===== src/rtl/e_pkg.sv =====
// Shared definitions for the e_alloc slot allocator: FSM states, width limits
// and a one-hot helper.
package e_pkg;

   localparam int W_MIN = 2;
   localparam int W_MAX = 8;

   typedef enum logic [0:0] {
      RUN   = 1'b0,
      DRAIN = 1'b1
   } state_t;

   // True when exactly one bit of v is set.
   function automatic logic is_onehot(input logic [W_MAX-1:0] v);
      return (v != {W_MAX{1'b0}}) &&
             ((v & (v - {{(W_MAX-1){1'b0}}, 1'b1})) == {W_MAX{1'b0}});
   endfunction

endpackage


===== src/rtl/e_cell.sv =====
// Priority search cell: returns the highest clear busy bit, restricted to bits
// strictly below ptr unless force_msb requests a full scan from the MSB.
module e_cell
   import e_pkg::*;
#(
   parameter int W = 4
) (
   input  logic [W-1:0] busy,
   input  logic [W-1:0] ptr,
   input  logic         force_msb,
   output logic         vld,
   output logic [W-1:0] id
);

   logic [W-1:0] free_s;
   logic         hi_s;

   // Highest-set-bit isolation over the eligible free slots.
   always_comb begin
      if (force_msb) begin
         free_s = ~busy;
      end else begin
         free_s = ~busy & (ptr - {{(W-1){1'b0}}, 1'b1});
      end
      id   = {W{1'b0}};
      hi_s = 1'b0;
      for (int i = W - 1; i >= 0; i--) begin
         id[i] = free_s[i] & ~hi_s;
         hi_s  = hi_s | free_s[i];
      end
      vld = hi_s;
   end

endmodule


===== src/rtl/e_alloc.sv =====
// Round-robin slot allocator with drain handshake. Define E_ALLOC_ERR_EN to
// enable free-protocol checking and the sticky err_o flag.
module e_alloc
   import e_pkg::*;
#(
   parameter int W = 4
) (
   input  logic         clk,
   input  logic         arst_n,
   input  logic         alloc_req_i,
   output logic         alloc_vld_o,
   output logic [W-1:0] alloc_id_o,
   input  logic         free_vld_i,
   input  logic [W-1:0] free_id_i,
   input  logic         drain_req_i,
   output logic         drain_done_o,
   output logic [W-1:0] busy_o,
   output logic         full_o,
   output logic         empty_o,
   output logic         err_o
);

   generate
      if (W < W_MIN || W > W_MAX) begin : g_bad_w
         $error("e_alloc: W=%0d outside supported range", W);
      end
   endgenerate

   state_t       state_r, state_nxt_s;
   logic [W-1:0] busy_r, busy_nxt_s;
   logic [W-1:0] ptr_r, ptr_nxt_s;
   logic         drain_done_r, done_nxt_s;
   logic         below_vld_s, wrap_vld_s;
   logic [W-1:0] below_id_s, wrap_id_s, cand_s;
   logic         alloc_vld_s, grant_s;
   logic [W-1:0] free_mask_s;

   e_cell #(.W(W)) u_below (
      .busy(busy_r), .ptr(ptr_r), .force_msb(1'b0), .vld(below_vld_s), .id(below_id_s)
   );

   e_cell #(.W(W)) u_wrap (
      .busy(busy_r), .ptr(ptr_r), .force_msb(1'b1), .vld(wrap_vld_s), .id(wrap_id_s)
   );

   // Slots below the last grant take priority over the wrapped scan.
   always_comb begin
      if (below_vld_s) begin
         cand_s = below_id_s;
      end else begin
         cand_s = wrap_id_s;
      end
   end

   assign alloc_vld_s = (state_r == RUN) && (below_vld_s || wrap_vld_s);
   assign grant_s     = alloc_req_i && alloc_vld_s;

`ifdef E_ALLOC_ERR_EN
   logic [W_MAX-1:0] free_ext_s;
   logic             free_bad_s;
   logic             err_r;

   // A free must name exactly one currently busy slot; otherwise it is dropped.
   always_comb begin
      free_ext_s        = {W_MAX{1'b0}};
      free_ext_s[W-1:0] = free_id_i;
      free_bad_s = free_vld_i &&
                   (!is_onehot(free_ext_s) || ((free_id_i & busy_r) == {W{1'b0}}));
      if (free_vld_i && !free_bad_s) begin
         free_mask_s = free_id_i;
      end else begin
         free_mask_s = {W{1'b0}};
      end
   end

   // Sticky protocol error, cleared only by reset.
   always_ff @(posedge clk or negedge arst_n) begin
      if (!arst_n) begin
         err_r <= 1'b0;
      end else if (free_bad_s) begin
         err_r <= 1'b1;
      end else begin
         err_r <= err_r;
      end
   end

   assign err_o = err_r;
`else
   // Unchecked free: every bit named is released.
   always_comb begin
      if (free_vld_i) begin
         free_mask_s = free_id_i;
      end else begin
         free_mask_s = {W{1'b0}};
      end
   end

   assign err_o = 1'b0;
`endif

   // Occupancy, pointer and drain FSM next-state.
   always_comb begin
      busy_nxt_s  = busy_r & ~free_mask_s;
      ptr_nxt_s   = ptr_r;
      state_nxt_s = state_r;
      done_nxt_s  = 1'b0;
      if (grant_s) begin
         busy_nxt_s = busy_nxt_s | cand_s;
         ptr_nxt_s  = cand_s;
      end else begin
         ptr_nxt_s = ptr_r;
      end
      case (state_r)
         RUN: begin
            if (drain_req_i) begin
               state_nxt_s = DRAIN;
            end else begin
               state_nxt_s = RUN;
            end
         end
         DRAIN: begin
            if (busy_r == {W{1'b0}}) begin
               state_nxt_s = RUN;
               done_nxt_s  = 1'b1;
            end else begin
               state_nxt_s = DRAIN;
            end
         end
         default: begin
            state_nxt_s = RUN;
         end
      endcase
   end

   // State registers; pointer resets to bit 0 so the first grant wraps to the MSB.
   always_ff @(posedge clk or negedge arst_n) begin
      if (!arst_n) begin
         state_r      <= RUN;
         busy_r       <= {W{1'b0}};
         ptr_r        <= {{(W-1){1'b0}}, 1'b1};
         drain_done_r <= 1'b0;
      end else begin
         state_r      <= state_nxt_s;
         busy_r       <= busy_nxt_s;
         ptr_r        <= ptr_nxt_s;
         drain_done_r <= done_nxt_s;
      end
   end

   assign alloc_vld_o  = alloc_vld_s;
   assign alloc_id_o   = cand_s;
   assign busy_o       = busy_r;
   assign full_o       = &busy_r;
   assign empty_o      = ~|busy_r;
   assign drain_done_o = drain_done_r;

endmodule


===== config.mk =====
export PLATFORM = sky130hd
export DESIGN_NAME = e_alloc
export DESIGN_NICKNAME = d
export VERILOG_FILES = /design/src/rtl/e_pkg.sv /design/src/rtl/e_cell.sv /design/src/rtl/e_alloc.sv
export SDC_FILE = /design/constraint.sdc
export NUM_CORES = 1
export LEC_CHECK = 0
export ABC_AREA = 1
export CAP_MARGIN = 20
export CORE_MARGIN = 2
export CORE_UTILIZATION = 44
export CTS_BUF_LIST = sky130_fd_sc_hd__clkbuf_8
export CTS_CLUSTER_SIZE = 12
export DETAILED_ROUTE_END_ITERATION = 7
export MAX_ROUTING_LAYER = met4
export PLACE_DENSITY = 0.8
export SETUP_SLACK_MARGIN = 0.02
export SLEW_MARGIN = 20
export SYNTH_ARGS = -nofsm -noshare
export SYNTH_HDL_FRONTEND = slang
export SYNTH_SLANG_ARGS = --single-unit
export TNS_END_PERCENT = 30

===== constraint.sdc =====
create_clock -name clk -period 1.8 [get_ports clk]
set_input_delay 0.36 -clock clk [delete_from_list [all_inputs] [get_ports clk]]
set_output_delay 0.36 -clock clk [all_outputs]
set_load 0.01 [all_outputs]

# After elaboration in Yosys (flattened, before gate mapping)
# Cells that the tools add are included.
[word_totals]
out_inout_bits = 13
word_cells = 44
in_bits = 9
regBits = 10
[op_classes]
n_mux = 8
add_sub_neg = 1
bitwise = 24
n_reduce_logical = 7
[ops]
columns = ["cell", "n"]
rows = [
  ["two-way mux 4 bit", 3],
  ["AND 4 bit", 2],
  ["inverter 4 bit", 2],
  ["inverter 1 bit", 7],
  ["AND 1 bit", 6],
  ["bitwise OR 1 bit", 6],
  ["logical NOT 4 bit", 1],
  ["two-way mux 1 bit", 4],
  ["bitwise OR 4 bit", 1],
  ["AND reduction 4 bit", 1],
  ["OR reduction 4 bit", 1],
  ["subtractor 4 x 1 -> 4 bit, second input constant", 1],
  ["logical AND 1 bit", 2],
  ["one-hot mux 1 bit (2 select lines)", 1],
  ["logical NOT 1 bit", 1],
  ["logical OR 1 bit", 1],
]

# Logic depth before layout (Yosys ltp)
[depth]
word_depth = 9
ltp_mapped = 9
depth_no_buf = 9

# Cells and area by module
# A second synthesis with hierarchy kept.
[unflattened]
hier_cells = 113
hier_area_um2 = 794.5
[by_module_without_submodules]
columns = ["mod", "area_each_um2", "cells_each", "instances", "seq_area_each_um2"]
rows = [
  ["e_alloc", 506.7, 67, 1, 251.5],
  ["e_cell", 143.9, 23, 2, 0.0],
]

# Least setup slack after synthesis
# No wires, ideal clock.
[synth_path]
path_kind = "register to output"
start = "register ptr_r[0]"
end = "output alloc_id_o[1]"
setup_slack_ps = 27
t_arrival_ps = 1413
stages_incl_launch_ff = 5
path_buffers = 0
required_time_ps = 1440
cell_sequence = "dfstp_2 -> inv_1 -> ha_1 -> or2_2 -> a21oi_1"
[synth_between]
elab_chain_len = 6
word_cells_on_any_way = 8
cone_classes = "add/sub (1); mux (1); bitwise (6)"
[synth_rtl]
columns = ["item", "line", "text"]
rows = [
  ["from (decl)", "e_alloc.sv:31", "logic [W-1:0] ptr_r, ptr_nxt_s;"],
  ["from (signal assigned)", "e_alloc.sv:140", "ptr_r <= {{(W-1){1'b0}}, 1'b1};"],
  ["from (signal assigned)", "e_alloc.sv:145", "ptr_r <= ptr_nxt_s;"],
  ["subtractor 4 x 1 -> 4 bit (*)", "--", ""],
  ["AND 4 bit (*)", "--", ""],
  ["bitwise OR 1 bit", "e_cell.sv:29", "hi_s = hi_s | free_s[i];"],
  ["bitwise OR 1 bit / inverter 1 bit (equally long branches)", "e_cell.sv:29, e_cell.sv:28", ""],
  ["bitwise OR 1 bit / AND 1 bit (equally long branches)", "e_cell.sv:29, e_cell.sv:28", ""],
  ["two-way mux 4 bit (*)", "e_alloc.sv:48", "if (below_vld_s) begin"],
  ["to (decl)", "e_alloc.sv:12", "output logic [W-1:0] alloc_id_o,"],
]
# Mark *: on every way between the ends. The rest lies on a longest branch, timed or not.

# Worst setup path in the final report
[layout_path]
start = "register ptr_r[0]"
end = "output alloc_id_o[2]"
[layout_between]
elab_chain_len = 6
word_cells_on_any_way = 8
cone_classes = "add/sub (1); mux (1); bitwise (6)"
[layout_rtl]
columns = ["item", "line"]
rows = [
  ["subtractor 4 x 1 -> 4 bit (*)", "--"],
  ["AND 4 bit (*)", "--"],
  ["bitwise OR 1 bit (3 in a row)", "e_cell.sv:29"],
  ["two-way mux 4 bit (*)", "e_alloc.sv:48"],
]
# Marks and branches as above.

==> flow_summary_export.csv <==
group,metric,value,unit
floorplan,ios,22,
sta,fin_skew,0.00199,ns
flow_run,cap_violations,0,
routing,first_iter_violations,11,
yosys,synth_top_family_by_area,"simple AND/OR/NAND/NOR gates",
cells_and_area,final_nets,121,
yosys,yosys.area_share.simple,36.4,%
yosys,avgSynthCellArea,7.90,µm²
critical_path,timing.reg2reg.worst_path_depth,8,
pwr,leakagePower,0.474,nW
routing,ant_nets,0,
cells_and_area,areaGrowthSynthToFinish,70.5,%
cells_and_area,finalNonFillerCells,125,
yosys,synth-seq-cells,10,
routing,num_vias,643,
status,outcome,"finished, violations left",
cells_and_area,drive_above_1_share,40.9,%
global_routing,track_usage,25.0,%
sta,setup_slack,-0.205,ns
routing,first_pass_iters,4,
critical_path,required,1.44,ns
yosys,synth-xor-area-share,0,%
floorplan,row_count,13,
placement,portBuffers,20,
placement,preCtsSetupSlack,-0.512,ns
critical_path,worst-path-max-fanout,4,
sta,fin_tns_setup,-0.614,ns
clocking,cts_made_buffers,3,
floorplan,die_y,40.2,µm
global_routing,overflow,0,
pwr,power.density_cell_area,2220,nW/µm²
min_path,hold_class,"in -> async",
pwr,vdd_drop_max,1150,µV
yosys,ys_top_cells_by_area,"dfrtp_1, nand2_1, inv_1",
status,violations,"setup timing",
global_routing,antenna_found_initial,0,
routing,via_per_inst,5.14,
critical_path,crit_start,"ptr_r[0]$_DFFE_PN1P_",
clocking,ctsLongestPathBuffers,2,
clocking,cts_setup_buffers,0,
placement,dp_cells,121,
yosys,post-synth-top-area-fraction,39.0,%
sta,setup_violations,5,
sta,rsz0062_at_grt,"yes",
routing,totalWireLength,1630,µm
sta,clock.fmax,499,MHz
yosys,synth_cell_types,21,
clocking,cts-htree-levels,1,
critical_path,cp-start-kind,"flop",
critical_path,crit_path_end_kind,"output pin",
clocking,cts.sinks,10,
critical_path,arrival,1.65,ns
yosys,synthCells,73,
routing,wl_per_cell,13.0,µm
critical_path,crit_type,"reg -> out",
cells_and_area,fillers,96,
placement,globalplace.congestion,0.853,
global_routing,grt_pass1_vias,576,
floorplan,dieWidth,40.2,µm
global_routing,grt_pass1_wl,2510,µm
yosys,synth_area,577,µm²
sta,slew_viol_final,0,
yosys,synth_adder_area_share,2.17,%
floorplan,die-area,1620,µm²
cells_and_area,design_area,983,µm²
placement,hpwl,1200,µm
floorplan,coreArea,1270,µm²
yosys,synth_fp_nets,83,
sta,layout_min_cycle_time,2.01,ns
sta,whs,0.445,ns
yosys,synth.largest_area_cell,"dfrtp_1",
critical_path,reg2reg_from,"ptr_r[0]$_DFFE_PN1P_",
placement,postPlaceCellArea,893,µm²
sta,period_share,111,%
clocking,clk_latency,0.23,ns
routing,drc,0,
floorplan,start_util,45.5,%
clocking,cts_hold_buf,0,
yosys,synth_mux_area_share,0,%
clocking,cts_tree,"done",
cells_and_area,diodes,0,
clocking,clk_pin_slew,0.05,ns
sta,hold_viol,0,
clocking,root_buffer,"clkbuf_8",
global_routing,grt_max_degree,11,
yosys,yosysWarnings,0,
yosys,synth_compound_area_share,8.68,%
yosys,yosysSeqAreaShare,43.6,%
==> path summary, 6_finish.rpt <==
| check | end | slack [ns] |
|---|---|---|
| min reg2reg | ptr_r[3]$_DFFE_PN0P_ | 0.54 |
| max | alloc_id_o[2] | -0.21 |
| max reg2reg | busy_o[3]$_DFF_PN0_ | 0.16 |
| min | busy_o[0]$_DFF_PN0_ | 0.45 |
| max in group asynchronous | ptr_r[0]$_DFFE_PN1P_ | 1.02 |
| min in group clk | ptr_r[3]$_DFFE_PN0P_ | 0.54 |
==> cells in the mapped netlist, drive strengths merged <==
cell type / instances
dfstp: 1
or2: 1
a21oi: 3
nand4: 3
o21bai: 2
nor4: 1
inv: 11
buf: 1
dfrtp: 9
nor2: 6
and2: 1
nand3: 2
nand2: 25
ha: 1
nor3: 1
conb: 1
o21ai: 4
==> routing by layer <==
metal | vias to the layer above | track usage (%) | part of all wire (%)
met5 | - | - | 0
met4 | 0 | 6.67 | 0.49
met3 | 2 | 7.22 | 4.8
met2 | 24 | 39.9 | 53
met1 | 316 | 30.9 | 42
li1 | 301 | - | -
==> cells in the final DEF, fill, tap and decap left out, types with 2 or more instances in the layout <==
cell type / Yosys / layout
clkdlybuf4s50_1: 0 / 13
nor2_4: 2 / 2
buf_4: 1 / 13
nand2_2: 0 / 2
inv_1: 8 / 6
nand2_1: 24 / 22
inv_2: 3 / 5
nand4_1: 3 / 3
o21ai_1: 4 / 3
dfrtp_1: 9 / 8
nor2_1: 4 / 4
clkdlybuf4s15_2: 0 / 2
buf_2: 0 / 5
clkbuf_8: 0 / 4
o21bai_1: 2 / 2
==> state kept, by name, indices dropped and copies added, names as in the netlist <==
| register | count |
|---|---|
| ptr_r | 4 |
| drain_done_o | 1 |
| busy_o | 4 |
| state_r | 1 |
==> power breakdown <==
| part | total [mW] | internal (mW) | switching, mW |
|---|---|---|---|
| clock network | 0.270 | 0.191 | 0.0788 |
| logic | 1.46 | 0.733 | 0.725 |
| registers | 0.451 | 0.338 | 0.113 |
| total | 2.18 | 1.26 | 0.917 |
==> through the flow <==
stage	util [%]	power [mW]
after floorplan	-	1.03
after global placement	70.4	1.72
after detailed placement	70.4	1.76
after CTS	77.3	2.12
after global routing	77.5	2.34
final	77.5	2.18
==> area by class of cell <==
class | instances | area [µm²] | area share (%)
sequential | 10 | 253 | 25.7
inverter | 11 | 41.3 | 4.20
timing repair buffer | 34 | 287 | 29.1
clock buffer | 4 | 55.1 | 5.60
tap | 15 | 18.8 | 1.91
multi-input combinational | 51 | 329 | 33.5
==> timing repair <==
item	CTS	global route
setup endpoints to repair	7	7
pin swaps	7	3
gates resized for setup	38	3
==> critical path: stages (launching register included) <==
cell      delay, ns
dfstp_2        0.53
inv_2          0.05
ha_4           0.17
o21ai_4        0.17
nand4_1        0.14
o21bai_1       0.19
buf_2          0.16
==> kinds of logic after synthesis <==
family / Yosys count
buf+inv: 12
compound gates: 9
other cells: 1
simple gates: 40
flops: 10
fa+ha+maj: 1
Note: power is estimated with default switching activity, not from simulation.
